===== config.mk =====
export PLATFORM = sky130hd
export DESIGN_NAME = sysid_probe_ctrl
export DESIGN_NICKNAME = d
export VERILOG_FILES = /design/src/rtl/sysid_probe_pkg.sv /design/src/rtl/probe_timeout_cnt.sv /design/src/rtl/sysid_probe_ctrl.sv
export SDC_FILE = /design/constraint.sdc
export NUM_CORES = 1
export LEC_CHECK = 0
export ABC_AREA = 1
export BUFFER_PORTS_ARGS = -buffer_cell sky130_fd_sc_hd__clkbuf_2
export CAP_MARGIN = 25
export CELL_PAD_IN_SITES_DETAIL_PLACEMENT = 1
export CELL_PAD_IN_SITES_GLOBAL_PLACEMENT = 1
export CORE_MARGIN = 1
export CORE_UTILIZATION = 39
export CTS_CLUSTER_DIAMETER = 30
export DETAILED_ROUTE_END_ITERATION = 12
export PLACE_DENSITY = 0.91
export SLEW_MARGIN = 30
export SYNTH_ARGS = -nofsm -noshare
export SYNTH_HDL_FRONTEND = slang
export SYNTH_HIERARCHICAL = 1
export SYNTH_SLANG_ARGS = --single-unit

===== constraint.sdc =====
create_clock -name clock -period 3.93 [get_ports clock]
set_input_delay 0.5895 -clock clock [delete_from_list [all_inputs] [get_ports clock]]
set_output_delay 0.5895 -clock clock [all_outputs]
set_load 0.05 [all_outputs]

===== src/rtl/sysid_probe_pkg.sv =====
// Shared types and constants for the system ID probe sequencer.
// Both read addresses and the sequencer state encoding live here.
package sysid_probe_pkg;

   typedef enum logic [2:0] {
      IDLE,
      RD_ID,
      RD_TS,
      CHECK,
      FIN
   } state_t;

   localparam logic ADDR_ID = 1'b0;
   localparam logic ADDR_TS = 1'b1;

   localparam int RETRY_W = 4;

   function automatic logic isReadState(input state_t s);
      return (s == RD_ID) || (s == RD_TS);
   endfunction

endpackage


===== src/rtl/probe_timeout_cnt.sv =====
// Loadable saturating up-counter with enable, clear and terminal-count flag.
// It holds at TERMINAL instead of wrapping.
module probe_timeout_cnt #(
   parameter int               WIDTH    = 8,
   parameter logic [WIDTH-1:0] TERMINAL = '1
) (
   input  logic             clock,
   input  logic             reset_n,
   input  logic             i_clear,
   input  logic             i_load,
   input  logic [WIDTH-1:0] i_loadValue,
   input  logic             i_enable,
   output logic             o_terminal
);

   logic [WIDTH-1:0] r_count;

   assign o_terminal = (r_count == TERMINAL);

   // Clear has priority over load, and load has priority over counting.
   always_ff @(posedge clock) begin
      if (!reset_n) begin
         r_count <= '0;
      end else if (i_clear) begin
         r_count <= '0;
      end else if (i_load) begin
         r_count <= i_loadValue;
      end else if (i_enable && !o_terminal) begin
         r_count <= r_count + {{(WIDTH-1){1'b0}}, 1'b1};
      end
   end

endmodule


===== src/rtl/sysid_probe_ctrl.sv =====
// Avalon-MM read master that checks the system ID word and the build timestamp word.
// A stalled read is abandoned after a bounded wait and the whole sequence is retried.
module sysid_probe_ctrl
   import sysid_probe_pkg::*;
#(
   parameter logic [31:0] EXPECTED_ID    = 32'hACD51302,
   parameter logic [31:0] EXPECTED_TS    = 32'h54BE9BAE,
   parameter int          TIMEOUT_CYCLES = 256,
   parameter int          MAX_RETRY      = 3,
   parameter int          AUTO_START     = 1
) (
   input  logic        clock,
   input  logic        reset_n,
   input  logic        start,
   output logic        m_address,
   output logic        m_read,
   input  logic        m_waitrequest,
   input  logic [31:0] m_readdata,
   output logic        busy,
   output logic        done,
   output logic        id_ok,
   output logic        ts_ok,
   output logic        timeout_err,
   output logic [31:0] id_value,
   output logic [31:0] ts_value
);

   localparam int                 TO_W        = $clog2(TIMEOUT_CYCLES);
   localparam logic [TO_W-1:0]    TO_TERMINAL = TO_W'(TIMEOUT_CYCLES - 1);
   localparam logic [RETRY_W-1:0] RETRY_LIMIT = RETRY_W'(MAX_RETRY);
   localparam logic               AUTO_LAUNCH = (AUTO_START != 0);

   state_t               r_state;
   state_t               w_nextState;
   logic                 r_gap;
   logic                 r_autoPend;
   logic [RETRY_W-1:0]   r_retry;
   logic                 r_mRead;
   logic                 r_mAddr;
   logic                 r_busy;
   logic                 r_done;
   logic                 r_idOk;
   logic                 r_tsOk;
   logic                 r_timeoutErr;
   logic [31:0]          r_idValue;
   logic [31:0]          r_tsValue;

   logic                 w_launch;
   logic                 w_retry;
   logic                 w_capId;
   logic                 w_capTs;
   logic                 w_check;
   logic                 w_fail;
   logic                 w_toFire;
   logic                 w_cntClear;
   logic                 w_cntEn;
   logic                 w_toTerminal;

   probe_timeout_cnt #(
      .WIDTH    (TO_W),
      .TERMINAL (TO_TERMINAL)
   ) u_timeoutCnt (
      .clock       (clock),
      .reset_n     (reset_n),
      .i_clear     (w_cntClear),
      .i_load      (1'b0),
      .i_loadValue ({TO_W{1'b0}}),
      .i_enable    (w_cntEn),
      .o_terminal  (w_toTerminal)
   );

   // r_gap marks the single strobe-low cycle after a timed-out read; the retry
   // or give-up decision is taken at the end of that cycle.
   always_comb begin
      w_nextState = r_state;
      w_launch    = 1'b0;
      w_retry     = 1'b0;
      w_capId     = 1'b0;
      w_capTs     = 1'b0;
      w_check     = 1'b0;
      w_fail      = 1'b0;
      w_toFire    = 1'b0;
      w_cntClear  = 1'b0;
      w_cntEn     = 1'b0;
      case (r_state)
         IDLE: begin
            if (start || r_autoPend) begin
               w_launch    = 1'b1;
               w_cntClear  = 1'b1;
               w_nextState = RD_ID;
            end
         end
         RD_ID, RD_TS: begin
            if (r_gap) begin
               if (r_retry < RETRY_LIMIT) begin
                  w_retry     = 1'b1;
                  w_cntClear  = 1'b1;
                  w_nextState = RD_ID;
               end else begin
                  w_fail      = 1'b1;
                  w_nextState = FIN;
               end
            end else if (!m_waitrequest) begin
               w_cntClear = 1'b1;
               if (r_state == RD_ID) begin
                  w_capId     = 1'b1;
                  w_nextState = RD_TS;
               end else begin
                  w_capTs     = 1'b1;
                  w_nextState = CHECK;
               end
            end else if (w_toTerminal) begin
               w_toFire = 1'b1;
            end else begin
               w_cntEn = 1'b1;
            end
         end
         CHECK: begin
            w_check     = 1'b1;
            w_nextState = FIN;
         end
         FIN: begin
            w_nextState = IDLE;
         end
         default: begin
            w_nextState = IDLE;
         end
      endcase
   end

   // Bus strobes and status flags are registered from the next state so that
   // they change only on clock edges and hold while the slave stalls.
   always_ff @(posedge clock) begin
      if (!reset_n) begin
         r_state      <= IDLE;
         r_gap        <= 1'b0;
         r_autoPend   <= AUTO_LAUNCH;
         r_retry      <= '0;
         r_mRead      <= 1'b0;
         r_mAddr      <= ADDR_ID;
         r_busy       <= 1'b0;
         r_done       <= 1'b0;
         r_idOk       <= 1'b0;
         r_tsOk       <= 1'b0;
         r_timeoutErr <= 1'b0;
         r_idValue    <= '0;
         r_tsValue    <= '0;
      end else begin
         r_state    <= w_nextState;
         r_gap      <= w_toFire;
         r_autoPend <= 1'b0;
         r_mRead    <= isReadState(w_nextState) && !w_toFire;
         r_mAddr    <= (w_nextState == RD_TS) ? ADDR_TS : ADDR_ID;
         r_busy     <= (w_nextState != IDLE);
         r_done     <= (w_nextState == FIN);

         if (w_launch) begin
            r_retry      <= '0;
            r_timeoutErr <= 1'b0;
            r_idOk       <= 1'b0;
            r_tsOk       <= 1'b0;
         end
         if (w_retry) begin
            r_retry <= r_retry + {{(RETRY_W-1){1'b0}}, 1'b1};
            r_idOk  <= 1'b0;
            r_tsOk  <= 1'b0;
         end
         if (w_capId) begin
            r_idValue <= m_readdata;
         end
         if (w_capTs) begin
            r_tsValue <= m_readdata;
         end
         if (w_check) begin
            r_idOk <= (r_idValue == EXPECTED_ID);
            r_tsOk <= (r_tsValue == EXPECTED_TS);
         end
         if (w_fail) begin
            r_timeoutErr <= 1'b1;
            r_idOk       <= 1'b0;
            r_tsOk       <= 1'b0;
         end
      end
   end

   assign m_address   = r_mAddr;
   assign m_read      = r_mRead;
   assign busy        = r_busy;
   assign done        = r_done;
   assign id_ok       = r_idOk;
   assign ts_ok       = r_tsOk;
   assign timeout_err = r_timeoutErr;
   assign id_value    = r_idValue;
   assign ts_value    = r_tsValue;

endmodule


# Word level (Yosys, flattened, before mapping)
# Index checks and enable logic that the tools add are counted.
[word_totals] inputBits=36 output_inout_bits=71 word_cells=84 regBits=88
[classes] bitwise=1 reduce_logical=14 mux=43 order_cmp=1 add_sub_neg=2 eq_ne=9
[ops] operator="two-way mux 1 bit" count=35
[ops] operator="== test 32 x 31 -> 1 bit, second input constant" count=1
[ops] operator="== test 32 bit, second input constant" count=1
[ops] operator="two-way mux 3 bit" count=4
[ops] operator="== test 3 x 2 -> 1 bit, second input constant" count=3
[ops] operator="one-hot mux 3 bit (3 select lines)" count=1
[ops] operator="adder 8 x 1 -> 8 bit, second input constant" count=1
[ops] operator="== test 8 bit, second input constant" count=1
[ops] operator="two-way mux 4 bit" count=2
[ops] operator="== test 3 x 1 -> 1 bit, second input constant" count=2
[ops] operator="nonzero test 3 bit" count=2
[ops] operator="OR reduction 2 bit" count=3
[ops] operator="adder 4 x 1 -> 4 bit, second input constant" count=1
[ops] operator="< comparator 4 x 2 -> 1 bit, second input constant" count=1
[ops] operator="nonzero test 2 bit" count=2
[ops] operator="== test 3 bit, second input constant" count=1
[ops] operator="logical NOT 3 bit" count=1
[ops] operator="logical AND 1 bit" count=2
[ops] operator="logical NOT 1 bit" count=2
[ops] operator="logical OR 1 bit" count=2
[ops] operator="one-hot mux 1 bit (2 select lines)" count=1
[ops] operator="NOT 1 bit" count=1

# Logic depth before layout (Yosys ltp)
# Gate-level depths: netlist of the first run.
[logic_depth] word_depth=8 ltp_mapped=12 mapped_depth_nobuf=12

# Cells and area by module
# Netlist of the first run, hierarchy kept.
[modules_own_cells] mod="sysid_probe_ctrl" seq_area_each_um2=1601.5 instances=1 area_each_um2=3072.9 cells_each=408
[modules_own_cells] mod="probe_timeout_cnt" seq_area_each_um2=160.2 instances=1 area_each_um2=591.8 cells_each=96

# Worst setup path before layout of the first run
# OpenSTA, ideal clock, no wires.
[synth_timing] kind="reg-to-reg" startpoint="register u_timeoutCnt.r_count[0]" endpoint="register u_timeoutCnt.r_count[5]" n_path_buf=0 required_ns=3.814 setup_ns=0.116 synth_period_minus_slack_ns=1.783 path_stages_with_launch=12 setup_slack_ns=2.147 arrival_ns=1.667 cell_sequence="dfxtp_1 -> ha_1 -> nand2_2 -> nor2_4 -> nand2_2 -> inv_1 -> nor3b_1 -> inv_1 -> a21oi_1 -> nand2_1 -> nor2_1 -> nor3_1"
[synth_between] elab_chain_cells=6 elab_cells_between_ends=8 cone_classes="1 x add/sub; 1 x eq/ne; 4 x mux; 2 x reduce/logical"
[synth_lines] item="from (decl)" line="probe_timeout_cnt.sv:16" text="logic [WIDTH-1:0] r_count;"
[synth_lines] item="from (signal assigned)" line="probe_timeout_cnt.sv:27" text="r_count <= i_loadValue;"
[synth_lines] item="from (signal assigned)" line="probe_timeout_cnt.sv:29" text="r_count <= r_count + {{(WIDTH-1){1'b0}}, 1'b1};"
[synth_lines] item="== test 8 bit" line="probe_timeout_cnt.sv:18" text="assign o_terminal = (r_count == TERMINAL);"
[synth_lines] item="net w_toTerminal" line="sysid_probe_ctrl.sv:57" text="logic w_toTerminal;"
[synth_lines] item="two-way mux 1 bit" line="sysid_probe_ctrl.sv:112" text="end else if (w_toTerminal) begin"
[synth_lines] item="two-way mux 1 bit" line="sysid_probe_ctrl.sv:103" text="end else if (!m_waitrequest) begin"
[synth_lines] item="two-way mux 1 bit" line="sysid_probe_ctrl.sv:94" text="if (r_gap) begin"
[synth_lines] item="two-way mux 1 bit" line="sysid_probe_ctrl.sv:85" text="case (r_state)"
[synth_lines] item="net w_cntEn" line="sysid_probe_ctrl.sv:56" text="logic w_cntEn;"
[synth_lines] item="logical AND 1 bit" line="probe_timeout_cnt.sv:28" text="end else if (i_enable && !o_terminal) begin"
# The timed path passes the listed nets, and every way through them passes these cells.
# A chain may end at the register's enable or synchronous reset.

# Final worst setup path of the first run
[layout_timing] startpoint="register r_state[0]" endpoint="register r_idValue[29] (netlist: id_value[29])"
[layout_between] elab_chain_cells=5 elab_cells_between_ends=7 cone_classes="2 x eq/ne; 4 x mux; 1 x reduce/logical"
[layout_lines] item="from (decl)" line="sysid_probe_ctrl.sv:33" text="state_t r_state;"
[layout_lines] item="from (signal assigned)" line="sysid_probe_ctrl.sv:149" text="r_state <= w_nextState;"
[layout_lines] item="== test 3 x 1 -> 1 bit" line="sysid_probe_ctrl.sv:85, sysid_probe_ctrl.sv:105"
[layout_lines] item="two-way mux 1 bit" line="sysid_probe_ctrl.sv:105" text="if (r_state == RD_ID) begin"
[layout_lines] item="two-way mux 1 bit" line="sysid_probe_ctrl.sv:103"
[layout_lines] item="two-way mux 1 bit" line="sysid_probe_ctrl.sv:94"
[layout_lines] item="two-way mux 1 bit (*)" line="sysid_probe_ctrl.sv:85"
[layout_lines] item="to (signal assigned)" line="sysid_probe_ctrl.sv:169" text="r_idValue <= m_readdata;"
[layout_lines] item="to (decl)" line="sysid_probe_ctrl.sv:45" text="logic [31:0] r_idValue;"
# Every way passes the cells marked *; elsewhere a longest branch is shown, timed or not.

==> impl_metrics.ini, run 1 <==
[routing]
drc = 0
drt_iter0_drc = 105
wl_mm = 10.9
first_pass_iters = 4
ant_nets = 0
via_count = 3735
viasPerCell = 5.10
wl_per_cell_um = 14.9

[timing]
rsz0062_at_grt = false
fin_crit_ns = 2.14
hold_slack_ns = 0.455
setup_ws_ns = 1.79
fin_setup_tns_ns = 0
hold_violations = 0
setup_viol = 0
fmax_mhz = 468
worst_pin_slew_ns = 0.812
finClkSkew_ns = 0.0129
drv_slew = 0
slew_headroom_pct = 45.9
period_share_pct = 54.4

[synthesis]
ys_seq_elements = 88
synth_area_leader_cell = dfxtp_1
synthDistinctLibCells = 32
netlist_area_um2 = 3660
post-synth-top-area-fraction_pct = 48.1
synthCells = 504
synth.avg_cell_area_um2 = 7.27
ys_warn_count = 6
synthTopCellsByArea = dfxtp_1, nor2_1, o21ai_0, inv_1, a21oi_1
synth-seq-area-share_pct = 48.1

[worst_setup_path]
cp-startpoint = r_state[0]
crit_end = id_value[29]
reg2reg_slack_ns = 1.79
start_kind = flip-flop
regToRegEndpoint = id_value[29]
crit_arrival_ns = 2.44
worstSetupEndpointType = flip-flop
rr_worst_depth = 6
r2r_start = r_state[0]
path_max_fanout = 40
worstSetupPathType = reg2reg
crit_required_ns = 4.23

[grt]
antenna_found_initial = 0
grt_max_degree = 49
grt_first_pass_wirelength_mm = 17.8
grt_overflow = 0
track_usage_pct = 23.2
grt_pass1_vias = 3737

[clock_network]
post-cts-setup-buffers = 0
cts_inserted_buffers = 9
cts_tree = done
cts_buffer_depth = 2
cts_hold_buf = 0
cts_root_buffer = clkbuf_8
cts.sinks = 88
ctsResizeCount = 0
htree_levels = 3
clock_latency_ns = 0.36
path_clk_slew_ns = 0.09

[die]
fp-row-count = 35
die_area_um2 = 9790
die_y_um = 98.9
start_util_pct = 40.0
core_area_um2 = 9150
chipWidth_um = 98.9
num_io_pins = 107

[power_and_ir_drop]
leakage_nw = 2.05
vdd_drop_max_v = 0.000152
power.density_nw_per_um2 = 465

[flow_run]
max_cap_viol_count = 0

[finish]
final_core_util_pct = 49.3
insertedDiodeCount = 0
layout_commonest_cell = clkbuf_2
drive_gt1_share_pct = 22.2
most-common-layout-cells = clkbuf_2, nor2_1, dfxtp_1, o21ai_0, inv_1
finalNetCount = 655
finalNonFillerCells = 733
area_growth_pct = 23.2

[run_status]
status = complete, no violations

[placement]
post-place-ws_ns = 1.46
dp_hpwl_mm = 8.26
io_buffers = 106
gp_congestion = 0.812
dp.cells = 717

[worst_hold_path]
min_path_type = reg2reg
sequential cells by signal, summed over array words and instances, names as in the netlist:
register              flops
id_value                 32
id_ok                     1
r_autoPend                1
r_state                   3
ts_ok                     1
ts_value                 32
m_address                 1
r_gap                     1
r_retry                   4
done                      1
m_read                    1
busy                      1
timeout_err               1
u_timeoutCnt/r_count      8
cell type report:
class,instances,area (um^2)
sequential,88,1760
clock buffer,10,138
clock inverter,6,70.1
multi-input combinational,341,1600
tap,111,139
timing repair buffer,108,546
inverter,69,260
fill,1217,4640
per-stage QoR:
step	area, um^2	total power [mW]
CTS	4510	2.12
floorplan	3720	1.34
finish	4510	2.10
detailed placement	4310	1.46
global route	4510	2.20
global placement	4310	1.44
where the power goes:
part	total, mW	leakage, nW	switching (mW)	internal, mW
clock	0.658	0.108	0.339	0.319
sequential	0.997	0.717	0.0474	0.949
combinational	0.445	1.22	0.339	0.106
total	2.10	2.05	0.725	1.37
worst min path at each step:
stage / depth (start not counted) / startpoint / end / slack [ns]
global route: 2 / ts_value[13] / ts_value[13] / 0.49
global placement: 2 / r_retry[2] / r_retry[2] / 0.43
finish: 2 / r_retry[3] / r_retry[3] / 0.45
CTS: 2 / r_retry[3] / r_retry[3] / 0.46
floorplan: 2 / r_retry[2] / r_retry[2] / 0.42
detailed placement: 2 / r_retry[3] / r_retry[3] / 0.44
critical path: stages (launching register included):
cell,delay (ns)
dfxtp_1,0.37
inv_1,0.10
nor2_1,0.14
nand3_2,0.56
inv_2,0.67
nor2_1,0.10
nor2_1,0.12
metal layers:
metal / part of all wire, % / GRT usage, %
met4: 2.8 / 10.3
met3: 4.0 / 3.62
met1: 42 / 27.2
met2: 51 / 41.5
met5: 0 / 0
synth_stat cells, drive strengths merged:
cell / number
nand4: 15
nand3b: 1
nor3b: 1
conb: 1
xor2: 2
clkbuf: 12
nor2: 102
nor3: 3
ha: 2
a21oi: 49
nand3: 18
buf: 8
inv: 68
or2: 1
xnor2: 1
o21ai: 72
clkinv: 1
dfxtp: 88
o21bai: 2
nand2: 57
kinds of logic (layout without fill, tap and decap cells):
| kind of cell | Yosys count | after routing | share of synthesized area (%) |
|---|---|---|---|
| xor+xnor | 3 | 3 | 0.717 |
| simple gates | 198 | 198 | 23.7 |
| flops | 88 | 88 | 48.1 |
| compound gates | 123 | 123 | 17.0 |
| buf+inv | 89 | 193 | 9.70 |
| fa+ha+maj | 2 | 2 | 0.683 |
| other cells | 1 | 15 | 0.102 |
Power figures use the tool's default switching activity.
==> run 2, diff against run 1 <==
--- a/config.mk
+++ b/config.mk
@@ -11,10 +11,10 @@
 export CELL_PAD_IN_SITES_DETAIL_PLACEMENT = 1
 export CELL_PAD_IN_SITES_GLOBAL_PLACEMENT = 1
 export CORE_MARGIN = 1
-export CORE_UTILIZATION = 39
+export CORE_UTILIZATION = 33
 export CTS_CLUSTER_DIAMETER = 30
 export DETAILED_ROUTE_END_ITERATION = 12
-export PLACE_DENSITY = 0.91
+export PLACE_DENSITY = 0.83
 export SLEW_MARGIN = 30
 export SYNTH_ARGS = -nofsm -noshare
 export SYNTH_HDL_FRONTEND = slang
==> constraint.sdc (replaced) <==
create_clock -name clock -period 1.8 [get_ports clock]
set_input_delay 0.27 -clock clock [delete_from_list [all_inputs] [get_ports clock]]
set_output_delay 0.27 -clock clock [all_outputs]
set_load 0.05 [all_outputs]
==> run 2 against run 1 <==
- sequential share of layout area is 1.6 points lower
- clock power is 140% higher
- design area is 4.7% higher
- non-clock buffer count is 12 higher
- final cell count is 5.5% higher
- combinational power is 130% higher
- hold slack worse by 0.28 ns
- largest cell class unchanged
- power is 130% higher
- critical path type unchanged
- highest routed layer unchanged
- fmax is 27% higher
==> impl_metrics.ini, run 2 (synthesized netlist as in run 1, its figures left out) <==
[die]
die_area_um2 = 11500
start_util_pct = 33.8
core_area_um2 = 10800
die_y_um = 107
fp-row-count = 38
chipWidth_um = 107
num_io_pins = 107

[routing]
drt_iter0_drc = 58
wl_per_cell_um = 14.7
ant_nets = 0
viasPerCell = 4.78
first_pass_iters = 4
wl_mm = 11.4
drc = 0
via_count = 3698

[timing]
drv_slew = 0
slew_headroom_pct = 61.8
hold_violations = 0
fmax_mhz = 594
worst_pin_slew_ns = 0.574
setup_viol = 0
finClkSkew_ns = 0.00687
period_share_pct = 93.5
fin_crit_ns = 1.68

[grt]
antenna_found_initial = 0
track_usage_pct = 20.5
grt_max_degree = 65
grt_pass1_vias = 3771
grt_first_pass_wirelength_mm = 18.3
grt_overflow = 0

[finish]
finalNetCount = 667
insertedDiodeCount = 0
most-common-layout-cells = clkbuf_2, nor2_1, dfxtp_1, o21ai_0, inv_1
finalNonFillerCells = 773
area_growth_pct = 28.9
nFillCells = 1432
layout_commonest_cell = clkbuf_2
drive_gt1_share_pct = 25.4

[placement]
gp_congestion = 0.818
io_buffers = 106
dp_hpwl_mm = 8.45
dp.cells = 756

[clock_network]
cts_root_buffer = clkbuf_8
cts_inserted_buffers = 9
cts_tree = done
cts_buffer_depth = 2
cts.sinks = 88
clock_latency_ns = 0.36
htree_levels = 3
path_clk_slew_ns = 0.09

[worst_setup_path]
slowest_stage = dfxtp_4
rr_worst_depth = 11
worstSetupPathType = reg2reg
crit_required_ns = 2.05
crit_path_cell_trace = nand2_2 > nand2_2 > nor2_4 > nand2_2 > nor3b_2 > buf_4 > nand2_4 > nand2_4 > clkinv_2 > nor2_1 > nor2_1
cpMostUsedCell = nand2_2
start_kind = flip-flop
path_max_fanout = 7
slowest_delay_ns = 0.37
worstSetupEndpointType = flip-flop
crit_arrival_ns = 1.93

[run_status]
status = complete, no violations

[power_and_ir_drop]
vdd_drop_max_v = 0.000504
swShare_pct = 32.2
p_total_mw = 4.81
internal_power_mw = 3.26
clock_power_share_pct = 33.5
power.density_nw_per_um2 = 1020
power_frac_comb_pct = 21.3
leakage_nw = 2.14
p_switching_mw = 1.55
pwr-share-seq_pct = 45.2

[flow_run]
max_cap_viol_count = 0

[worst_hold_path]
min_path_type = in2reg
min_delay_path_depth = 3
run 2: cell count changes in the layout (fill, tap and decap cells not counted), sizes merged:
cell    change
inv         -5
bufinv      +1
buf        +12
clkbuf      +3
run 2: critical path: cells and delay by family, from the launching register on:
| kind | cells | cell delay (ns) |
|---|---|---|
| flip-flops | 1 | 0.37 |
| buffers and inverters | 2 | 0.24 |
| AND/OR/NAND/NOR | 9 | 0.95 |
run 2: final timing paths:
path | slack, ns | to | from
max | 0.12 | u_timeoutCnt/r_count[1] | r_state[1]
min | 0.17 | id_value[16] | m_readdata[16]
max reg2reg | 0.12 | u_timeoutCnt/r_count[1] | r_state[1]
min reg2reg | 0.44 | r_retry[0] | r_retry[0]
run 2: through the flow:
stage               setup TNS, ns  instance area, um^2  worst slack [ns]  utilization [%]  hold WS, ns
detailed placement         -0.115                 4420           -0.0403             40.8        0.443
CTS                             0                 4670            0.0361             43.1        0.167
finish                          0                 4720             0.116             43.6        0.174
global placement                0                 4420            0.0922             40.8        0.428
floorplan                       0                 3720            0.0173                -        0.406
global route             -0.00441                 4720          -0.00441             43.6        0.167
run 2: layout make-up:
| cell class | instances | area, um^2 | share of cell area (%) |
|---|---|---|---|
| multi-input cells | 341 | 1640 | 34.8 |
| flip-flops and latches | 88 | 1770 | 37.4 |
| clock inverters | 2 | 60.1 | 1.27 |
| clock buffers | 13 | 179 | 3.79 |
| inverters | 69 | 262 | 5.53 |
| repair buffers | 120 | 636 | 13.5 |
| well taps | 140 | 175 | 3.71 |
run 2: power by group through the flow:
stage                     sequential, mW  clock [mW]  combinational [mW]
final                               2.17        1.61                1.02
after detailed placement            2.22           0                1.00
after global placement              2.21           0               0.975
after global routing                2.19        1.73                1.11
after CTS                           2.17        1.65                1.01
after floorplan                     2.57           0               0.355
run 2: per-layer routing:
layer	share of wire (%)	global-route usage, %
met2	51	38.0
met4	1.4	5.19
met3	4.3	5.33
met5	0	0
met1	43	23.0
run 2: repair_timing:
action,in CTS,in global routing
endpoints found under the setup margin,6,10
pin swaps,0,4
cloned,0,0
hold buffers,0,0
resized for setup,4,13
setup buffers,0,2
